[config.mk]
export PLATFORM = sky130hd
export DESIGN_NAME = fdiv_seq
export DESIGN_NICKNAME = d
export VERILOG_FILES = /design/src/rtl/fdiv_seq_pkg.sv /design/src/rtl/fdiv_mant_step.sv /design/src/rtl/fdiv_seq.sv
export SDC_FILE = /design/constraint.sdc
export NUM_CORES = 1
export LEC_CHECK = 0
export CAP_MARGIN = 5
export CORE_ASPECT_RATIO = 1.2
export CORE_UTILIZATION = 42
export CTS_BUF_LIST = sky130_fd_sc_hd__clkbuf_16
export DETAILED_ROUTE_END_ITERATION = 12
export GPL_TIMING_DRIVEN = 0
export RECOVER_POWER = 100
export SLEW_MARGIN = 20
export SYNTH_ARGS = -nofsm -noshare
export SYNTH_HDL_FRONTEND = slang
export SYNTH_SLANG_ARGS = --single-unit
[constraint.sdc]
create_clock -name clk -period 8.1 [get_ports clk]
set_clock_uncertainty 0.2 [all_clocks]
set_input_delay 2.025 -clock clk [delete_from_list [all_inputs] [get_ports clk]]
set_output_delay 2.025 -clock clk [all_outputs]
set_load 0.05 [all_outputs]
[src/rtl/fdiv_seq_pkg.sv]
// Shared definitions for the 16-bit machine float (1/8/7, bias 127) used by
// the ALU-stage arithmetic units: widths, field accessors, constants, FSM encoding.
package fdiv_seq_pkg;

    localparam int FP_EXP_W  = 8;
    localparam int FP_FRAC_W = 7;
    localparam int FP_BIAS   = 2 ** (FP_EXP_W - 1) - 1;
    localparam int FP_W      = 1 + FP_EXP_W + FP_FRAC_W;

    typedef logic [FP_W-1:0] fp_t;

    localparam fp_t FZERO   = '0;
    localparam fp_t FMAXMAG = {1'b0, {(FP_W-1){1'b1}}};

    typedef enum logic [1:0] {
        IDLE = 2'd0,
        DIV  = 2'd1,
        NORM = 2'd2,
        DONE = 2'd3
    } state_t;

    function automatic logic fp_sign(input fp_t x);
        return x[FP_W-1];
    endfunction

    function automatic logic [FP_EXP_W-1:0] fp_exp(input fp_t x);
        return x[FP_W-2:FP_FRAC_W];
    endfunction

    function automatic logic [FP_FRAC_W-1:0] fp_frac(input fp_t x);
        return x[FP_FRAC_W-1:0];
    endfunction

endpackage

[src/rtl/fdiv_mant_step.sv]
// One restoring-division step: conditional subtract of the divisor mantissa,
// yielding the quotient bit and the left-shifted partial remainder.
module fdiv_mant_step #(
    parameter int W = 9
) (
    input  logic [W-1:0] rem,
    input  logic [W-1:0] d,
    output logic [W-1:0] rem_next,
    output logic         q_bit
);

    logic [W-1:0] diff;

    assign q_bit = (rem >= d);
    assign diff  = rem - d;
    // The remainder entering a step is always < 2*d, so the shifted result fits in W bits.
    assign rem_next = q_bit ? {diff[W-2:0], 1'b0} : {rem[W-2:0], 1'b0};

endmodule

[src/rtl/fdiv_seq.sv]
// Iterative floating-point divider r = a / b with truncated quotient,
// saturation on overflow and flush-to-zero on underflow.
module fdiv_seq #(
    parameter int EXP_W  = fdiv_seq_pkg::FP_EXP_W,
    parameter int FRAC_W = fdiv_seq_pkg::FP_FRAC_W,
    parameter int BIAS   = 2 ** (EXP_W - 1) - 1
) (
    input  logic                      clk,
    input  logic                      reset,
    input  logic                      in_valid,
    output logic                      in_ready,
    input  logic [EXP_W+FRAC_W:0]     a,
    input  logic [EXP_W+FRAC_W:0]     b,
    output logic                      out_valid,
    input  logic                      out_ready,
    output logic [EXP_W+FRAC_W:0]     r,
    output logic                      dz,
    output logic                      ovf,
    output logic                      unf
);
    import fdiv_seq_pkg::*;

    localparam int W  = 1 + EXP_W + FRAC_W;
    localparam int MW = FRAC_W + 2;
    localparam int EW = EXP_W + 2;
    localparam int CW = $clog2(FRAC_W + 3);
    localparam logic signed [EW-1:0] E_MAX = EW'((1 << EXP_W) - 1);
    localparam logic signed [EW-1:0] E_MIN = EW'(1);

    state_t state_reg, state_next;

    logic [MW-1:0]        rem_reg, d_reg, q_reg, rem_step;
    logic [CW-1:0]        cnt_reg;
    logic signed [EW-1:0] e_reg, e_init, e_norm;
    logic                 sign_reg, q_bit;
    logic [W-1:0]         r_reg;
    logic                 dz_reg, ovf_reg, unf_reg;
    logic [FRAC_W-1:0]    frac_norm;
    logic                 ovf_norm, unf_norm;

    logic                 s_in, a_zero, b_zero;
    logic [EXP_W-1:0]     a_exp, b_exp;
    logic [FRAC_W-1:0]    a_frac, b_frac;

    assign a_exp  = a[W-2:FRAC_W];
    assign b_exp  = b[W-2:FRAC_W];
    assign a_frac = a[FRAC_W-1:0];
    assign b_frac = b[FRAC_W-1:0];
    assign s_in   = a[W-1] ^ b[W-1];
    assign a_zero = (a_exp == '0);
    assign b_zero = (b_exp == '0);
    assign e_init = EW'(a_exp) - EW'(b_exp) + EW'(BIAS);

    fdiv_mant_step #(.W(MW)) u_step (
        .rem      (rem_reg),
        .d        (d_reg),
        .rem_next (rem_step),
        .q_bit    (q_bit)
    );

    // A quotient below 1.0 leaves the top bit clear and costs one exponent step.
    assign e_norm    = q_reg[MW-1] ? e_reg : e_reg - EW'(1);
    assign frac_norm = q_reg[MW-1] ? q_reg[FRAC_W:1] : q_reg[FRAC_W-1:0];
    assign ovf_norm  = (e_norm > E_MAX);
    assign unf_norm  = (e_norm < E_MIN);

    always_ff @(posedge clk or posedge reset) begin
        if (reset) state_reg <= IDLE;
        else       state_reg <= state_next;
    end

    always_comb begin
        state_next = state_reg;
        case (state_reg)
            IDLE: if (in_valid) state_next = (a_zero || b_zero) ? DONE : DIV;
            DIV:  if (cnt_reg == CW'(1)) state_next = NORM;
            NORM: state_next = DONE;
            DONE: if (out_ready) state_next = IDLE;
            default: state_next = IDLE;
        endcase
    end

    always_comb begin
        in_ready  = (state_reg == IDLE);
        out_valid = (state_reg == DONE);
    end

    always_ff @(posedge clk or posedge reset) begin
        if (reset) begin
            rem_reg  <= '0;
            d_reg    <= '0;
            q_reg    <= '0;
            cnt_reg  <= '0;
            e_reg    <= '0;
            sign_reg <= 1'b0;
            r_reg    <= '0;
            dz_reg   <= 1'b0;
            ovf_reg  <= 1'b0;
            unf_reg  <= 1'b0;
        end else begin
            case (state_reg)
                IDLE: if (in_valid) begin
                    sign_reg <= s_in;
                    dz_reg   <= 1'b0;
                    ovf_reg  <= 1'b0;
                    unf_reg  <= 1'b0;
                    if (b_zero) begin
                        r_reg  <= {s_in, {(W-1){1'b1}}};
                        dz_reg <= 1'b1;
                    end else if (a_zero) begin
                        r_reg <= '0;
                    end else begin
                        rem_reg <= {1'b0, 1'b1, a_frac};
                        d_reg   <= {1'b0, 1'b1, b_frac};
                        q_reg   <= '0;
                        cnt_reg <= CW'(FRAC_W + 2);
                        e_reg   <= e_init;
                    end
                end
                DIV: begin
                    rem_reg <= rem_step;
                    q_reg   <= {q_reg[MW-2:0], q_bit};
                    cnt_reg <= cnt_reg - CW'(1);
                end
                NORM: begin
                    if (ovf_norm) begin
                        r_reg   <= {sign_reg, {(W-1){1'b1}}};
                        ovf_reg <= 1'b1;
                    end else if (unf_norm) begin
                        r_reg   <= {sign_reg, {(W-1){1'b0}}};
                        unf_reg <= 1'b1;
                    end else begin
                        r_reg <= {sign_reg, e_norm[EXP_W-1:0], frac_norm};
                    end
                end
                default: ;
            endcase
        end
    end

    assign r   = r_reg;
    assign dz  = dz_reg;
    assign ovf = ovf_reg;
    assign unf = unf_reg;

endmodule
==> reports/results.txt <==
Depth of the CTS H-tree - 3
I/O pin cnt - 57
Status - finished, violations left
Number of buffers inserted by port buffering - 56
Commonest cells after routing, fill and taps aside - 62 x sky130_fd_sc_hd__dfrtp_1, 40 x sky130_fd_sc_hd__nor2_1, 32 x sky130_fd_sc_hd__nand2_1, 31 x sky130_fd_sc_hd__o21ai_0, 30 x sky130_fd_sc_hd__clkdlybuf4s50_1
Post-CTS setup buffer count - 0
Critical Path Max Stage Delay - 1.16 ns
Starting density of the core - 0.440
Clk slew on worst S/H paths - 0.06 ns
Non-Filler Instances - 594
Slew at the pin closest to its max-slew limit - 2.45 ns
Pre-CTS worst setup slack - 3.07 ns
Final critical delay including setup and external delays - 5.32 ns
RSZ-0062 raised after global routing - no
Hold Vio Cnt, Final - 0
CTS hold repair buffers - 0
Overall power consumption - 2.12 mW
Drt first-iter violations - 168
Post-layout instance area - 4820 um^2
Number of distinct library cell variants in the gate-level netlist after synthesis - 52
Number of CTS-inserted buffers - 9
Category of the critical setup timing path - in -> reg
Root cell of the clock tree - sky130_fd_sc_hd__clkbuf_16
1st-pass router iterations - 4
Largest net degree at the start of global routing - 47
Worst min-delay path class - reg -> reg
Category of the worst setup path capture point - flop
Cell row count - 37
Number of fill cells - 844
Post-synthesis instance area - 3830 um^2
Timing-limited maximum frequency - 188 MHz
Power density over cell area - 441 nW/um^2
Global router's overall resource usage - 0.190
Setup TNS - 0 ns
Number of nets at the end of the flow - 534
Latest clock arrival within the worst-skew pair - 0.33 ns
Sequential share of the synthesized area - 0.405
Sum of net half-perimeters after detailed placement - 6130 um
Final-layout worst hold slack - 0.258 ns
Vertical die dimension - 107 um
Type of origin of the critical path - input pin
Fraction of final layout cells sized beyond drive strength 1 - 0.0818
Cell at the slowest stage of the critical path - sky130_fd_sc_hd__a21boi_0
Final Max Tran Viols - 47
Synth warn - 0
Req. time, crit path - 8.09 ns
Leakage power - 2.11 nW
Maximum buffer depth of the clock tree - 2
Flip-flop count of the largest register, all copies and words added - 16
Yosys reg bits - 62
Via Count - 3,065
Area growth from synthesis to layout - 25.9%
Post-detailed-route via-to-cell ratio - 5.16
Cells after Synth - 404
Failing checks - max-capacitance violations, max-slew violations
Worst path setup slack after routing - 2.78 ns
Overflow left after global routing - 0
Number of global-route vias before repair - 3,026
Gates resized, CTS repair - 0
Post-synthesis area per instance - 9.48 um^2
Fraction of registers with async set or reset after synthesis - 1.00
Nets in the synthesized netlist - 466
Clock tree from TritonCTS - yes
Core ar. - 8700 um^2
Final setup vio count - 0
Biggest fanout along the worst timing path - 10
Final core utilization - 0.554
Number of instances in the placed design - 578
Critical Path AT - 5.32 ns
Worst IR drop on VDD - 0.216 mV
Overall die width - 89.2 um
Die area - 9510 um^2
Antenna Cells - 0
Part of the cycle the worst path needs - 0.657
Reported max-cap violation count - 1
Wire length of the first global-routing pass - 13,900 um
Most common library cell in the layout ignoring fill and taps - sky130_fd_sc_hd__dfrtp_1
Clock tree sinks - 62
DRC Markers - 0
Wirelength, routed - 8040 um
Antenna violations before repair - 0
Dominant synthesized flop cell - sky130_fd_sc_hd__dfrtp_1
Cell area after placement - 4570 um^2
Max transition margin - -0.634
Last weighted congestion value of the routability-driven placer - 0.773
Count of antenna-violating nets left after detailed routing - 0
Avg WL per Cell - 13.5 um
Cell Chain, Critical Path - dlygate4sd3_1, nor4_1, nand2_1, nand4_1, a21boi_0, clkbuf_1, mux2i_1
Number of enable flip-flop cells after synthesis - 0
cell usage after synthesis, types with 10 or more instances:
master                     instances  area, um^2
sky130_fd_sc_hd__dfrtp_1          62        1550
sky130_fd_sc_hd__mux2i_1          19         190
sky130_fd_sc_hd__o21ai_0          19        95.1
sky130_fd_sc_hd__a22o_1           11        96.3
sky130_fd_sc_hd__o22a_1           15         131
sky130_fd_sc_hd__clkbuf_1         10        37.5
sky130_fd_sc_hd__xnor2_1          14         123
sky130_fd_sc_hd__o21ai_1          15        75.1
sky130_fd_sc_hd__a21oi_1          13        65.1
sky130_fd_sc_hd__nand2_1          32         120
sky130_fd_sc_hd__inv_1            29         109
sky130_fd_sc_hd__nor2_1           40         150
sky130_fd_sc_hd__ha_1             24         300
worst max-delay path: cells and delay by family:
| family | cells | cell delay (ns) |
|---|---|---|
| multiplexers | 1 | 0.12 |
| AO/OA/AOI/OAI | 1 | 1.16 |
| AND/OR/NAND/NOR | 3 | 1.02 |
| buffers and inverters | 2 | 0.98 |
per-layer routing:
| layer | up-vias | wire length [um] | global-route usage |
|---|---|---|---|
| met1 | 1429 | 3840 | 0.249 |
| met2 | 56 | 3830 | 0.310 |
| met5 | - | 0 | 0 |
| met3 | 12 | 246 | 0.0385 |
| met4 | 0 | 119 | 0.0658 |
| li1 | 1568 | - | - |
cell families (layout without fill, tap and decap cells):
logic type               count (synthesis)  count (layout)  share of synthesized area
flip-flops                              62              62                      0.405
AND/OR/NAND/NOR                        119             119                      0.148
AO/OA/AOI/OAI                          100             100                      0.182
adder cells (fa/ha/maj)                 26              26                     0.0889
multiplexers                            28              28                     0.0761
XOR/XNOR                                22              22                     0.0503
buffers and inverters                   47             120                     0.0500
final timing paths:
check                      slack (ns)          from    endpoint  cells past startpoint
setup / recovery                 2.78          b[7]  cnt_reg[0]                      7
hold / removal                   0.26      d_reg[7]    d_reg[7]                      2
setup reg to reg                 4.82  state_reg[0]  cnt_reg[0]                      7
hold reg to reg                  0.26      d_reg[7]    d_reg[7]                      2
max in group asynchronous        2.94         reset    d_reg[2]                      3
min in group asynchronous        2.05         reset       r[14]                      2
report_power, final:
part	internal, mW	switching (mW)	leakage (nW)
logic	0.489	0.690	1.22
registers	0.457	0.108	0.757
clock network	0.239	0.141	0.142
total	1.19	0.939	2.11
cell type report:
type                    instances  area (um^2)  share of cell area
clock inverters                 7         72.6              0.0150
inverters                      32          121              0.0252
multi-input cells             295         2080               0.431
flip-flops and latches         62         1550               0.322
plain buffers                  15         63.8              0.0132
repair buffers                 57          564               0.117
well taps                     117          146              0.0304
clock buffers                   9          225              0.0467
Note: power is estimated with default switching activity, not from simulation.
